File: config.mk
export PLATFORM = sky130hd
export DESIGN_NAME = vga_timing_monitor
export DESIGN_NICKNAME = d
export VERILOG_FILES = /design/src/rtl/vga_timing_monitor.sv
export SDC_FILE = /design/constraint.sdc
export NUM_CORES = 1
export LEC_CHECK = 0
export BUFFER_PORTS_ARGS = -buffer_cell sky130_fd_sc_hd__buf_2
export CAP_MARGIN = 20
export CORE_UTILIZATION = 45
export CTS_BUF_LIST = sky130_fd_sc_hd__clkbuf_4
export DETAILED_ROUTE_END_ITERATION = 8
export SLEW_MARGIN = 20
export SYNTH_ARGS = -nofsm -noshare
export SYNTH_HDL_FRONTEND = slang
export SYNTH_SLANG_ARGS = --single-unit
File: constraint.sdc
create_clock -name clk -period 3.1 [get_ports clk]
set_input_delay 0.62 -clock clk [delete_from_list [all_inputs] [get_ports clk]]
set_output_delay 0.62 -clock clk [all_outputs]
set_load 0.01 [all_outputs]
File: src/rtl/vga_timing_monitor.sv
// vga_timing_monitor
//   Sink-side VGA timing checker. It samples HS/VS from the display path and
//   recovers the pixel column and line from them. It measures the line period,
//   the HSYNC width, the frame height and the VSYNC width, and compares each one
//   against the programmed mode. It reports lock once the timing has matched
//   for LOCK_FRAMES consecutive frames.
//
// Ports
//   clk        pixel clock, rising edge
//   rst        asynchronous reset, active low
//   hs, vs     HSYNC / VSYNC from the generator, active low
//   blank_n    generator blank, observed only
//   clr_err    single-cycle pulse clearing err_h / err_v
//   x, y       recovered pixel column / line (registered)
//   de         locked and (x, y) inside the active area
//   locked     timing matched for LOCK_FRAMES frames
//   err_h      sticky horizontal error (line period, HSYNC width, timeout)
//   err_v      sticky vertical error (frame height, VSYNC width)
//   meas_line  last line period in clocks
//   meas_hsw   last HSYNC low width in clocks
//   meas_lines last frame height in lines
//   meas_vsw   last VSYNC low width in lines
module vga_timing_monitor #(
    parameter int H_TOTAL      = 1688,
    parameter int H_ACTIVE     = 1280,
    parameter int H_SYNC_START = 1328,
    parameter int H_SYNC_W     = 112,
    parameter int V_TOTAL      = 1066,
    parameter int V_ACTIVE     = 1024,
    parameter int V_SYNC_START = 1025,
    parameter int V_SYNC_W     = 3,
    parameter int LOCK_FRAMES  = 2
) (
    input  logic        clk,
    input  logic        rst,
    input  logic        hs,
    input  logic        vs,
    input  logic        blank_n,
    input  logic        clr_err,
    output logic [11:0] x,
    output logic [11:0] y,
    output logic        de,
    output logic        locked,
    output logic        err_h,
    output logic        err_v,
    output logic [15:0] meas_line,
    output logic [15:0] meas_hsw,
    output logic [11:0] meas_lines,
    output logic [3:0]  meas_vsw
);

    localparam logic [11:0] H_LAST      = 12'(H_TOTAL - 1);
    localparam logic [11:0] H_ACT12     = 12'(H_ACTIVE);
    localparam logic [11:0] H_SS12      = 12'(H_SYNC_START);
    localparam logic [15:0] H_TOTAL16   = 16'(H_TOTAL);
    localparam logic [15:0] H_SW16      = 16'(H_SYNC_W);
    localparam logic [11:0] V_LAST      = 12'(V_TOTAL - 1);
    localparam logic [11:0] V_ACT12     = 12'(V_ACTIVE);
    localparam logic [11:0] V_SS12      = 12'(V_SYNC_START);
    localparam logic [11:0] V_TOTAL12   = 12'(V_TOTAL);
    localparam logic [3:0]  V_SW4       = 4'(V_SYNC_W);
    localparam logic [7:0]  LOCK_N      = 8'(LOCK_FRAMES);

    typedef enum logic [1:0] {SEARCH, MEASURE, LOCKED} state_t;

    state_t      state;
    logic        hs_r, hs_rr, vs_r, vs_rr;
    logic        hfall, hrise, vfall, vrise;
    logic [15:0] lcnt, line_len, swc;
    logic [11:0] lines, hcnt, vcnt;
    logic [3:0]  vsc;
    logic [7:0]  good;
    logic        armed;
    logic        timeout, hwrap, checking;
    logic        line_bad, hsw_bad, frame_bad, set_h, set_v;

    // blank_n is carried for observation only; lock never depends on it.
    logic unused_blank;
    assign unused_blank = blank_n;

    // Two-stage input sampling; idle level of both syncs is high.
    always_ff @(posedge clk or negedge rst) begin
        if (!rst) begin
            hs_r  <= 1'b1;
            hs_rr <= 1'b1;
            vs_r  <= 1'b1;
            vs_rr <= 1'b1;
        end else begin
            hs_r  <= hs;
            hs_rr <= hs_r;
            vs_r  <= vs;
            vs_rr <= vs_r;
        end
    end

    assign hfall = hs_rr & ~hs_r;
    assign hrise = ~hs_rr & hs_r;
    assign vfall = vs_rr & ~vs_r;
    assign vrise = ~vs_rr & vs_r;

    // Line length including the current clock, saturating.
    assign line_len = (lcnt == 16'hFFFF) ? 16'hFFFF : lcnt + 16'd1;
    // Fires once, on the clock where the line counter reaches saturation.
    assign timeout  = (lcnt == 16'hFFFE) & ~hfall;
    assign hwrap    = ~hfall & (hcnt == H_LAST);

    // Horizontal measurement
    always_ff @(posedge clk or negedge rst) begin
        if (!rst) begin
            lcnt      <= '0;
            meas_line <= '0;
            swc       <= '0;
            meas_hsw  <= '0;
        end else begin
            if (hfall) begin
                meas_line <= line_len;
                lcnt      <= '0;
            end else begin
                lcnt <= line_len;
            end
            // The falling-edge clock is the first low clock of the pulse.
            if (hfall)
                swc <= 16'd1;
            else if (!hs_r && swc != 16'hFFFF)
                swc <= swc + 16'd1;
            if (hrise)
                meas_hsw <= swc;
        end
    end

    // Vertical measurement
    always_ff @(posedge clk or negedge rst) begin
        if (!rst) begin
            lines      <= '0;
            meas_lines <= '0;
            vsc        <= '0;
            meas_vsw   <= '0;
        end else begin
            if (vfall) begin
                meas_lines <= lines;
                lines      <= '0;
            end else if (hfall && lines != 12'hFFF) begin
                lines <= lines + 12'd1;
            end
            if (vfall)
                vsc <= {3'b000, hfall};
            else if (hfall && !vs_r && vsc != 4'hF)
                vsc <= vsc + 4'd1;
            if (vrise)
                meas_vsw <= vsc;
        end
    end

    // Coordinate recovery; a VSYNC edge overrides the line increment.
    always_ff @(posedge clk or negedge rst) begin
        if (!rst) begin
            hcnt <= '0;
            vcnt <= '0;
            x    <= '0;
            y    <= '0;
            de   <= 1'b0;
        end else begin
            if (hfall)
                hcnt <= H_SS12;
            else if (hwrap)
                hcnt <= '0;
            else
                hcnt <= hcnt + 12'd1;

            if (vfall)
                vcnt <= V_SS12;
            else if (hwrap)
                vcnt <= (vcnt == V_LAST) ? 12'd0 : vcnt + 12'd1;

            x  <= hcnt;
            y  <= vcnt;
            // Registered next to locked so that both drop on the same clock.
            de <= (state == LOCKED) & (hcnt < H_ACT12) & (vcnt < V_ACT12);
        end
    end

    // The first line after entering MEASURE is skipped (armed clear) because
    // it may have started before the monitor was watching.
    assign checking  = (state != SEARCH);
    assign line_bad  = checking & armed & hfall & (line_len != H_TOTAL16);
    assign hsw_bad   = checking & armed & hrise & (swc != H_SW16);
    assign frame_bad = checking & vfall & ((lines != V_TOTAL12) | (meas_vsw != V_SW4));
    assign set_h     = timeout | line_bad | hsw_bad;
    assign set_v     = frame_bad;

    // Lock FSM and sticky error flags; a new error beats a simultaneous clear.
    always_ff @(posedge clk or negedge rst) begin
        if (!rst) begin
            state  <= SEARCH;
            good   <= '0;
            armed  <= 1'b0;
            locked <= 1'b0;
            err_h  <= 1'b0;
            err_v  <= 1'b0;
        end else begin
            err_h  <= set_h | (err_h & ~clr_err);
            err_v  <= set_v | (err_v & ~clr_err);
            locked <= (state == LOCKED);

            if (set_h || set_v) begin
                state <= SEARCH;
            end else begin
                case (state)
                    SEARCH: begin
                        if (vfall) begin
                            state <= MEASURE;
                            good  <= '0;
                            armed <= 1'b0;
                        end
                    end
                    MEASURE: begin
                        if (hfall)
                            armed <= 1'b1;
                        if (vfall) begin
                            good <= good + 8'd1;
                            if (good + 8'd1 >= LOCK_N)
                                state <= LOCKED;
                        end
                    end
                    LOCKED: begin
                        if (hfall)
                            armed <= 1'b1;
                    end
                    default: state <= SEARCH;
                endcase
            end
        end
    end

endmodule

==> results of run 1 <==
[how the worst max path moves through the flow]
stage	end	start	cells after the start
floorplan	good[4]$_DFFE_PN0P_	lcnt[0]$_DFF_PN0_	10
global placement	good[7]$_DFFE_PN0P_	lcnt[1]$_DFF_PN0_	9
detailed placement	good[7]$_DFFE_PN0P_	lcnt[1]$_DFF_PN0_	9
CTS	good[7]$_DFFE_PN0P_	lcnt[1]$_DFF_PN0_	9
global route	good[7]$_DFFE_PN0P_	lcnt[1]$_DFF_PN0_	9
finish	good[7]$_DFFE_PN0P_	lcnt[1]$_DFF_PN0_	9
[flip-flops by register name (all words and copies together), names as in the netlist, 2 cells and up]
register and cells:
meas_line 16, swc 16, hcnt 12, good 8, state 2, meas_lines 12
meas_hsw 16, meas_vsw 4, y 12, x 12, lcnt 16, vsc 4
lines 12, vcnt 12
[layout make-up]
cell class / instances / share of cell area [%]
diodes: 2 / 0.0604
clock buffers: 18 / 1.63
clock inverters: 14 / 1.95
inverters: 14 / 0.635
multi-input cells: 512 / 36.6
flip-flops and latches: 163 / 49.3
well taps: 216 / 3.26
repair buffers: 94 / 6.51
[cell families after synthesis]
logic type	count (synthesis)	synth area share [%]
and+or+nand+nor	338	22.3
adders and majority gates	16	2.75
DFF	163	56.1
muxes	18	2.73
AOI/OAI and AO/OA	86	7.29
buffers and inverters	40	2.30
xor gates and xnor gates	54	6.50
[metrics by stage]
step / hold slack (ns) / total power [mW] / instances / setup WS (ns) / util, %
CTS: 0.101 / 4.60 / 1030 / 0.130 / 52.2
global placement: 0.394 / 3.26 / 997 / 0.238 / 50.3
finish: 0.162 / 4.55 / 1033 / 0.248 / 52.3
detailed placement: 0.392 / 3.29 / 997 / 0.140 / 50.3
global route: 0.0847 / 4.82 / 1033 / 0.0107 / 52.3
floorplan: 0.324 / 3.01 / 715 / 0.627 / -
[layer usage]
layer / vias up / routed length (um)
met3: 12 / 440
met2: 92 / 7320
met5: - / 0
met1: 2634 / 6960
li1: 2631 / -
met4: 0 / 163
[synth_stat cells, drive strengths merged, types with 3 or more instances]
cell / n / area share [%]
nand3: 29 / 2.0
xor2: 38 / 4.6
and3: 22 / 1.9
clkbuf: 18 / 0.93
mux2i: 3 / 0.41
inv: 14 / 0.72
or2: 3 / 0.26
nand4: 18 / 1.8
nand4b: 3 / 0.36
nand2: 112 / 5.8
o22ai: 4 / 0.34
a41oi: 3 / 0.36
and4: 4 / 0.48
nor3: 7 / 0.48
buf: 8 / 0.65
ha: 16 / 2.8
a31oi: 6 / 0.52
o31ai: 9 / 0.93
a21oi: 10 / 0.69
nor2: 93 / 4.8
mux2: 15 / 2.3
o21ai: 39 / 2.7
dfstp: 4 / 1.4
dfrtp: 159 / 55
nand2b: 10 / 0.86
nor4: 10 / 1.0
nor2b: 5 / 0.43
and2: 11 / 0.95
xnor2: 16 / 1.9
[power breakdown]
group	internal, mW	total (mW)	leakage (nW)	switching (mW)
logic	0.311	0.749	1.72	0.437
clock network	0.562	1.30	0.152	0.739
registers	2.31	2.50	2.15	0.187
[what timing repair did]
action,4_1_cts,5_1_grt
hold buffers,1,0
setup endpoints to repair,0,7
hold endpoints to repair,1,0
setup buffers,0,1
resized for setup,0,1
==> flow_summary_export.csv, run 1 <==
group,metric,value,unit
hold_path,hold_class,"input port to flop",
drt,dr.first_iter.drc_count,267,
yosys,synth.distinct_cells,55,
sta,finalSetupTns,0,ns
floorplan,core.rowCount,46,
floorplan,die_h,129,um
worst_setup_path,slowest_delay,0.43,ns
yosys,ys_seq_area_share,56.1,%
pwr,p_leak,4.02,nW
worst_setup_path,path_cells,"ha_1, nand4_1, nor4_1, mux2i_1, o2111ai_1, nor4_2, or2_1, nand4_4, o31ai_1",
cells_and_area,layout_commonest_cell,"dfrtp_1",
drt,drcViolationCount,1,
yosys,syn_nets,737,
cells_and_area,synthToLayoutAreaGrowth,13.8,%
floorplan,coreArea,15800,um^2
cells_and_area,drive_gt1_share,18.5,%
sta,rsz0062_at_grt,"false",
cells_and_area,n_fill_cell,1453,
floorplan,die_x,129,um
floorplan,die_area,16700,um^2
hold_path,hold_end,"vs_r$_DFF_PN1_",
global_route,grt_pass1_vias,5299,
sta,worst_slew_pin_slew,0.617,ns
global_route,met3_usage,4.34,%
yosys,async_reset_ff_share,100,%
yosys,syn_avg_cell_area,10.2,um^2
cells_and_area,multi_input_area,3030,um^2
clock_tree,cts_tree,"built",
yosys,synthFlopType,"dfrtp_1",
sta,setup_viol,0,
clock_tree,ctsLongestPathBuffers,2,
global_route,grt_use_met2,31.4,%
drt,routed_via_density,5.20,
drt,drt-pass1-iter-count,6,
worst_setup_path,critical_path_required,3.56,ns
clock_tree,cts_sinks,163,
sta,period_share,92.0,%
global_route,grt_max_degree,96,
cells_and_area,final_cell_mix,"dfrtp_1 (159), nand2_1 (111), nor2_1 (93)",
sta,hold_viol_final,0,
sta,drv_slew,0,
place,hpwlAfterDp,10.2,mm
global_route,grt_pass1_wl,25.2,mm
place,gp_congestion,0.827,
drt,vias,5369,
worst_setup_path,path_delay_family,"simple AND/OR/NAND/NOR gates",
run,cap_violations,0,
hold_path,whs_path_depth,1,
sta,period_minus_slack,2.85,ns
drt,wl,14.9,mm
yosys,ys_ff_latch,163,
sta,fmax,351,MHz
clock_tree,root_buffer,"clkbuf_4",
cells_and_area,stdcell_area,8280,um^2
global_route,antenna_found_initial,1,
worst_setup_path,cp-end-kind,"flop",
worst_setup_path,crit_buf_inv,0,
pwr,power_density,549,nW/um^2
worst_setup_path,worstReg2RegStart,"lcnt[1]$_DFF_PN0_",
yosys,synth_area,7280,um^2
worst_setup_path,crit_path_start_kind,"flop",
place,io_buffers,80,
global_route,met1_usage,25.1,%
worst_setup_path,crit_slowest_cell,"dfrtp_1",
sta,fin_worst_skew,0.0180,ns
yosys,syn_inst,715,
yosys,synth_edf_count,0,
cells_and_area,register_area,4080,um^2
global_route,grt_usage,19.3,%
worst_setup_path,crit_fanout,8,
clock_tree,h-tree-depth,4,
place,placed_area,7960,um^2
drt,ant_nets,0,
clock_tree,cts_buffers,17,
cells_and_area,nNetsFinal,824,
outcome,status,"finished with violations",
worst_setup_path,r2r-end,"good[7]$_DFFE_PN0P_",
clock_tree,clkSlewWorstSetupHoldPaths,0.13,ns
drt,wl_per_cell,14.4,um
global_route,overflow,0,
worst_setup_path,r2r_cells,9,
floorplan,io_pins,82,
hold_path,hold_start,"vs",
sta,slew_headroom,58.6,%
yosys,yosysWarnings,0,
floorplan,start_util,46.0,%
outcome,violations,"DRC",
clock_tree,clkLatencyLatePin,0.56,ns
worst_setup_path,crit_type,"flop to flop",
global_route,grt-busiest-layer,"met2",
worst_setup_path,r2r_setup_slack,0.25,ns
pwr,vdd.ir_drop.worst,224,uV
worst_setup_path,critical_path_arrival,3.32,ns
Power figures use the tool's default switching activity.
==> inputs of run 2 (changes only) <==
--- a/config.mk
+++ b/config.mk
@@ -5,7 +5,7 @@
 export SDC_FILE = /design/constraint.sdc
 export NUM_CORES = 1
 export LEC_CHECK = 0
-export BUFFER_PORTS_ARGS = -buffer_cell sky130_fd_sc_hd__buf_2
+export BUFFER_PORTS_ARGS = -buffer_cell sky130_fd_sc_hd__buf_4
 export CAP_MARGIN = 20
 export CORE_UTILIZATION = 45
 export CTS_BUF_LIST = sky130_fd_sc_hd__clkbuf_4
==> run 2 against run 1 <==
  * Register-to-register slack better by 0.04 ns
  * Routed wire length is 0.27% lower
  * The run now ends clean
  * Highest routed layer unchanged
  * Non-clock buffer count is the same
  * Sequential power barely moved
==> flow_summary_export.csv, run 2 (synthesized netlist as in run 1, its figures left out) <==
group,metric,value,unit
hold_path,hold_class,"input port to async pin",
sta,period_minus_slack,2.81,ns
sta,hold_slack,0.00307,ns
sta,setup_viol,0,
worst_setup_path,crit_path_start_kind,"flop",
drt,ant_nets,0,
sta,period_share,90.7,%
clock_tree,h-tree-depth,4,
worst_setup_path,path_cells,"ha_2, nand4_1, nor4_1, mux2i_1, o2111ai_1, nor4_2, or2_1, nand4_4, o31ai_1",
pwr,vdd.ir_drop.worst,283,uV
floorplan,die_x,129,um
place,gp_congestion,0.849,
floorplan,coreArea,15800,um^2
sta,drv_slew,0,
worst_setup_path,crit_slowest_cell,"dfrtp_1",
global_route,grt_pass1_vias,5119,
cells_and_area,drive_gt1_share,18.8,%
floorplan,io_pins,82,
pwr,power.share.clock,28.3,%
sta,fmax,356,MHz
pwr,p_sw,1.33,mW
sta,finalSetupTns,0,ns
clock_tree,ctsLongestPathBuffers,2,
clock_tree,cts_tree,"built",
floorplan,die_h,129,um
global_route,grt_pass1_wl,25.1,mm
worst_setup_path,crit_fanout,8,
drt,routed_via_density,5.21,
floorplan,core.rowCount,46,
clock_tree,clkSlewWorstSetupHoldPaths,0.12,ns
pwr,power.total,4.60,mW
pwr,power_density,542,nW/um^2
worst_setup_path,worstReg2RegStart,"lcnt[1]$_DFF_PN0_",
worst_setup_path,crit_start,"lcnt[1]$_DFF_PN0_",
outcome,status,"complete, no violations",
clock_tree,root_buffer,"clkbuf_4",
cells_and_area,final_cell_mix,"dfrtp_1 (159), nand2_1 (111), nor2_1 (93)",
worst_setup_path,critical_path_arrival,3.27,ns
drt,wl_per_cell,14.4,um
cells_and_area,nNetsFinal,824,
place,hpwlAfterDp,10.5,mm
drt,drt-pass1-iter-count,4,
sta,slew_headroom,58.6,%
run,cap_violations,0,
worst_setup_path,r2r_setup_slack,0.29,ns
worst_setup_path,path_delay_family,"simple AND/OR/NAND/NOR gates",
pwr,internal_power,3.27,mW
worst_setup_path,critical_path_required,3.56,ns
global_route,antenna_found_initial,1,
global_route,overflow,0,
sta,fin_worst_skew,0.0184,ns
sta,rsz0062_at_grt,"false",
clock_tree,cts_buffers,17,
clock_tree,cts_sinks,163,
worst_setup_path,cp-end-kind,"flop",
floorplan,start_util,46.0,%
worst_setup_path,crit_type,"flop to flop",
worst_setup_path,slowest_delay,0.42,ns
drt,wl,14.8,mm
clock_tree,hold_buffers,0,
pwr,seqPwrFrac,54.4,%
global_route,grt_max_degree,59,
pwr,swShare,29.0,%
sta,worst_slew_pin_slew,0.618,ns
pwr,power_frac_comb,17.3,%
worst_setup_path,crit_buf_inv,0,
cells_and_area,layout_commonest_cell,"dfrtp_1",
drt,vias,5377,
cells_and_area,synthToLayoutAreaGrowth,16.5,%
floorplan,die_area,16700,um^2
global_route,grt_usage,19.1,%
pwr,p_leak,4.05,nW
clock_tree,clkLatencyLatePin,0.56,ns
drt,drcViolationCount,0,
drt,dr.first_iter.drc_count,307,
sta,hold_viol_final,0,
place,io_buffers,80,
[run 2: cell types whose count changed in the layout (fill, tap and decap cells not counted), moves of 3 or more]
cell        change
clkinvlp_4      -3
clkbuf_4        +4
buf_4          +80
buf_2          -79
[run 2: repair_timing]
action	4_1_cts	5_1_grt
resized for setup	0	2
buffers inserted	0	1
endpoints found under the setup margin	0	6
hold endpoints to repair	0	0
[run 2: final timing paths]
| check | endpoint | depth (start not counted) |
|---|---|---|
| setup / recovery | good[6]$_DFFE_PN0P_ | 9 |
| max in group asynchronous | hs_r$_DFF_PN1_ | 2 |
| hold reg to reg | hs_rr$_DFF_PN1_ | 0 |
| min in group clk | vs_r$_DFF_PN1_ | 1 |
| hold / removal | x[3]$_DFF_PN0_ | 1 |
| setup reg to reg | good[6]$_DFFE_PN0P_ | 9 |
[run 2: per-layer routing]
metal / vias to the layer above / part of all wire (%) / GRT usage, % / wire length (um)
li1: 2628 / - / - / -
met1: 2632 / 47 / 25.6 / 6970
met2: 95 / 48 / 30.7 / 7100
met3: 22 / 3.5 / 3.88 / 519
met4: 0 / 1.7 / 7.20 / 257
met5: - / 0 / 0 / 0
[run 2: through the flow]
step,worst slack (ns),cell area (um^2),instances,util (%)
2_1_floorplan,0.627,7280,715,-
3_5_place_dp,0.176,8170,998,51.6
4_1_cts,0.161,8470,1030,53.5
5_1_grt,0.0616,8480,1032,53.6
6_report,0.289,8480,1032,53.6
3_3_place_gp,0.219,8170,998,51.6
[run 2: power groups by stage]
stage	Combinational [mW]	Clock, mW	Sequential, mW
floorplan	0.492	0	2.52
global placement	0.779	0	2.53
detailed placement	0.803	0	2.54
CTS	0.805	1.34	2.50
global route	0.892	1.43	2.54
finish	0.795	1.30	2.50
[run 2: area by class of cell]
| type | instances | area, um^2 |
|---|---|---|
| Sequential cell | 163 | 4080 |
| Fill cell | 1450 | 7350 |
| Tap cell | 216 | 270 |
| Antenna cell | 1 | 2.50 |
| Timing Repair Buffer | 94 | 734 |
| Inverter | 14 | 52.6 |
| Multi-Input combinational cell | 512 | 3040 |
| Clock buffer | 22 | 165 |
| Clock inverter | 10 | 134 |
[run 2: worst reg2reg max path, cell delays in order, from the launching register on]
cell       delay, ns
dfrtp_1         0.42
ha_2            0.27
nand4_1         0.15
nor4_1          0.33
mux2i_1         0.30
o2111ai_1       0.16
nor4_2          0.42
or2_1           0.26
nand4_4         0.17
o31ai_1         0.24
==> inputs of run 3 (changes only) <==
--- a/config.mk
+++ b/config.mk
@@ -5,11 +5,12 @@
 export SDC_FILE = /design/constraint.sdc
 export NUM_CORES = 1
 export LEC_CHECK = 0
-export BUFFER_PORTS_ARGS = -buffer_cell sky130_fd_sc_hd__buf_4
+export BUFFER_PORTS_ARGS = -buffer_cell sky130_fd_sc_hd__buf_2
 export CAP_MARGIN = 20
 export CORE_UTILIZATION = 45
 export CTS_BUF_LIST = sky130_fd_sc_hd__clkbuf_4
 export DETAILED_ROUTE_END_ITERATION = 8
+export MAX_ROUTING_LAYER = met4
 export SLEW_MARGIN = 20
 export SYNTH_ARGS = -nofsm -noshare
 export SYNTH_HDL_FRONTEND = slang
==> run 3 against run 2 <==
  * The run now ends with DRC left
  * Hold slack improved by 0.15 ns
  * Combinational power down 5.8%
  * Sequential share of layout area up 1.2 points
  * Non-clock buffer count stayed put
  * Largest cell class unchanged
  * Critical path depth stayed put
  * Cell count hardly changed
  * Core utilization down 1.2 points
  * Clock skew decreased by 0.00090 ns
  * Sequential power barely moved
  * Total power shrank 1.1%
  * Highest routed layer unchanged
==> flow_summary_export.csv, run 3 (synthesized netlist as in run 1, its figures left out) <==
group,metric,value,unit
sta,finalSetupTns,0,ns
global_route,overflow,0,
sta,drv_slew,0,
sta,fmax,348,MHz
clock_tree,cts_buffers,17,
worst_setup_path,path_delay_family,"simple AND/OR/NAND/NOR gates",
worst_setup_path,critical_path_arrival,3.34,ns
clock_tree,cts_tree,"built",
worst_setup_path,worstReg2RegStart,"lcnt[1]$_DFF_PN0_",
floorplan,die_x,129,um
place,dpl.cell_count,997,
cells_and_area,drive_gt1_share,18.5,%
global_route,grt_usage,19.9,%
clock_tree,cts_sinks,163,
cells_and_area,fin_util,52.3,%
pwr,power_density,549,nW/um^2
sta,rsz0062_at_grt,"false",
worst_setup_path,crit_path_start_kind,"flop",
clock_tree,clkLatencyLatePin,0.56,ns
place,gp_congestion,0.840,
worst_setup_path,slowest_delay,0.43,ns
sta,hold_viol_final,0,
drt,wl,14.9,mm
worst_setup_path,critical_path_required,3.57,ns
floorplan,die_area,16700,um^2
global_route,grt_max_degree,96,
pwr,power.total,4.55,mW
worst_setup_path,crit_buf_inv,0,
outcome,violations,"DRC",
hold_path,hold_class,"input port to flop",
hold_path,whs_path_depth,1,
hold_path,hold_start,"vs",
global_route,grt_pass1_vias,5286,
floorplan,io_pins,82,
drt,wl_per_cell,14.4,um
worst_setup_path,crit_slowest_cell,"dfrtp_1",
worst_setup_path,r2r_cells,9,
sta,worst_slew_pin_slew,0.617,ns
cells_and_area,synthToLayoutAreaGrowth,13.8,%
drt,drcViolationCount,1,
worst_setup_path,r2r_setup_slack,0.23,ns
global_route,grt_pass1_wl,25.2,mm
hold_path,hold_end,"vs_r$_DFF_PN1_",
clock_tree,h-tree-depth,4,
cells_and_area,stdcell_area,8280,um^2
run,cap_violations,0,
clock_tree,root_buffer,"clkbuf_4",
cells_and_area,final_cell_mix,"dfrtp_1 (159), nand2_1 (111), nor2_1 (93)",
cells_and_area,nNetsFinal,824,
outcome,status,"finished with violations",
floorplan,start_util,46.0,%
place,hpwlAfterDp,10.2,mm
sta,period_minus_slack,2.87,ns
floorplan,die_h,129,um
sta,fin_ws,0.226,ns
sta,hold_slack,0.155,ns
drt,drt-pass1-iter-count,7,
place,placed_area,7960,um^2
drt,routed_via_density,5.21,
cells_and_area,final-instance-count-excl-fill,1033,
pwr,vdd.ir_drop.worst,224,uV
drt,vias,5386,
pwr,p_leak,4.02,nW
place,place_ws,0.140,ns
worst_setup_path,cp-end-kind,"flop",
worst_setup_path,crit_type,"flop to flop",
sta,setup_viol,0,
drt,dr.first_iter.drc_count,246,
sta,slew_headroom,58.6,%
cells_and_area,layout_commonest_cell,"dfrtp_1",
place,io_buffers,80,
worst_setup_path,path_cells,"ha_1, nand4_1, nor4_1, mux2i_1, o2111ai_1, nor4_2, or2_1, nand4_4, o31ai_1",
clock_tree,clkSlewWorstSetupHoldPaths,0.13,ns
sta,fin_worst_skew,0.0175,ns
floorplan,core.rowCount,46,
global_route,antenna_found_initial,1,
worst_setup_path,crit_fanout,8,
drt,ant_nets,0,
clock_tree,ctsLongestPathBuffers,2,
floorplan,coreArea,15800,um^2
worst_setup_path,r2r-end,"good[7]$_DFFE_PN0P_",
sta,period_share,92.7,%
-- run 3: changes by cell type in the layout (fill, tap and decap cells not counted), sizes merged --
cell and delta:
buf -1, clkbuf -4, clkinvlp +3, diode +1, dlygate4sd3 +1, inv +1
-- run 3: report_power, final --
part,switching [mW],internal (mW),leakage [nW]
registers,0.188,2.31,2.15
logic,0.438,0.311,1.72
clock network,0.741,0.561,0.152
-- run 3: worst reg2reg max path, delay by kind of cell, from the launching register on --
kind	cells	cell delay (ns)
adder cells (fa/ha/maj)	1	0.34
AO/OA/AOI/OAI	2	0.43
AND/OR/NAND/NOR	5	1.30
multiplexers	1	0.31
flip-flops	1	0.43
-- run 3: layout make-up --
type                       instances  area, um^2
fill                            1453        7550
sequential                       163        4080
multi-input combinational        512        3030
timing repair buffer              94         539
tap                              216         270
clock inverter                    14         161
clock buffer                      18         135
inverter                          14        52.6
antenna                            2        5.00
-- run 3: worst max path at each step --
stage	start	slack [ns]	to	depth (start not counted)
floorplan	lcnt[0]$_DFF_PN0_	0.63	good[4]$_DFFE_PN0P_	10
global placement	lcnt[1]$_DFF_PN0_	0.24	good[7]$_DFFE_PN0P_	9
detailed placement	lcnt[1]$_DFF_PN0_	0.14	good[7]$_DFFE_PN0P_	9
CTS	lcnt[1]$_DFF_PN0_	0.13	good[7]$_DFFE_PN0P_	9
global route	lcnt[1]$_DFF_PN0_	0.01	good[7]$_DFFE_PN0P_	9
finish	lcnt[1]$_DFF_PN0_	0.23	good[7]$_DFFE_PN0P_	9
-- run 3: metal layers --
metal	GRT usage [%]	share of wire, %	vias up
met1	25.1	47	2646
met4	8.30	1.2	0
li1	-	-	2632
met2	31.4	49	91
met5	-	0	-
met3	3.88	2.6	17
-- run 3: repair_timing --
action,4_1_cts,5_1_grt
endpoints found under the setup margin,0,7
hold endpoints to repair,1,0
gates resized for setup,0,1
hold buffers,1,0
setup buffers,0,1
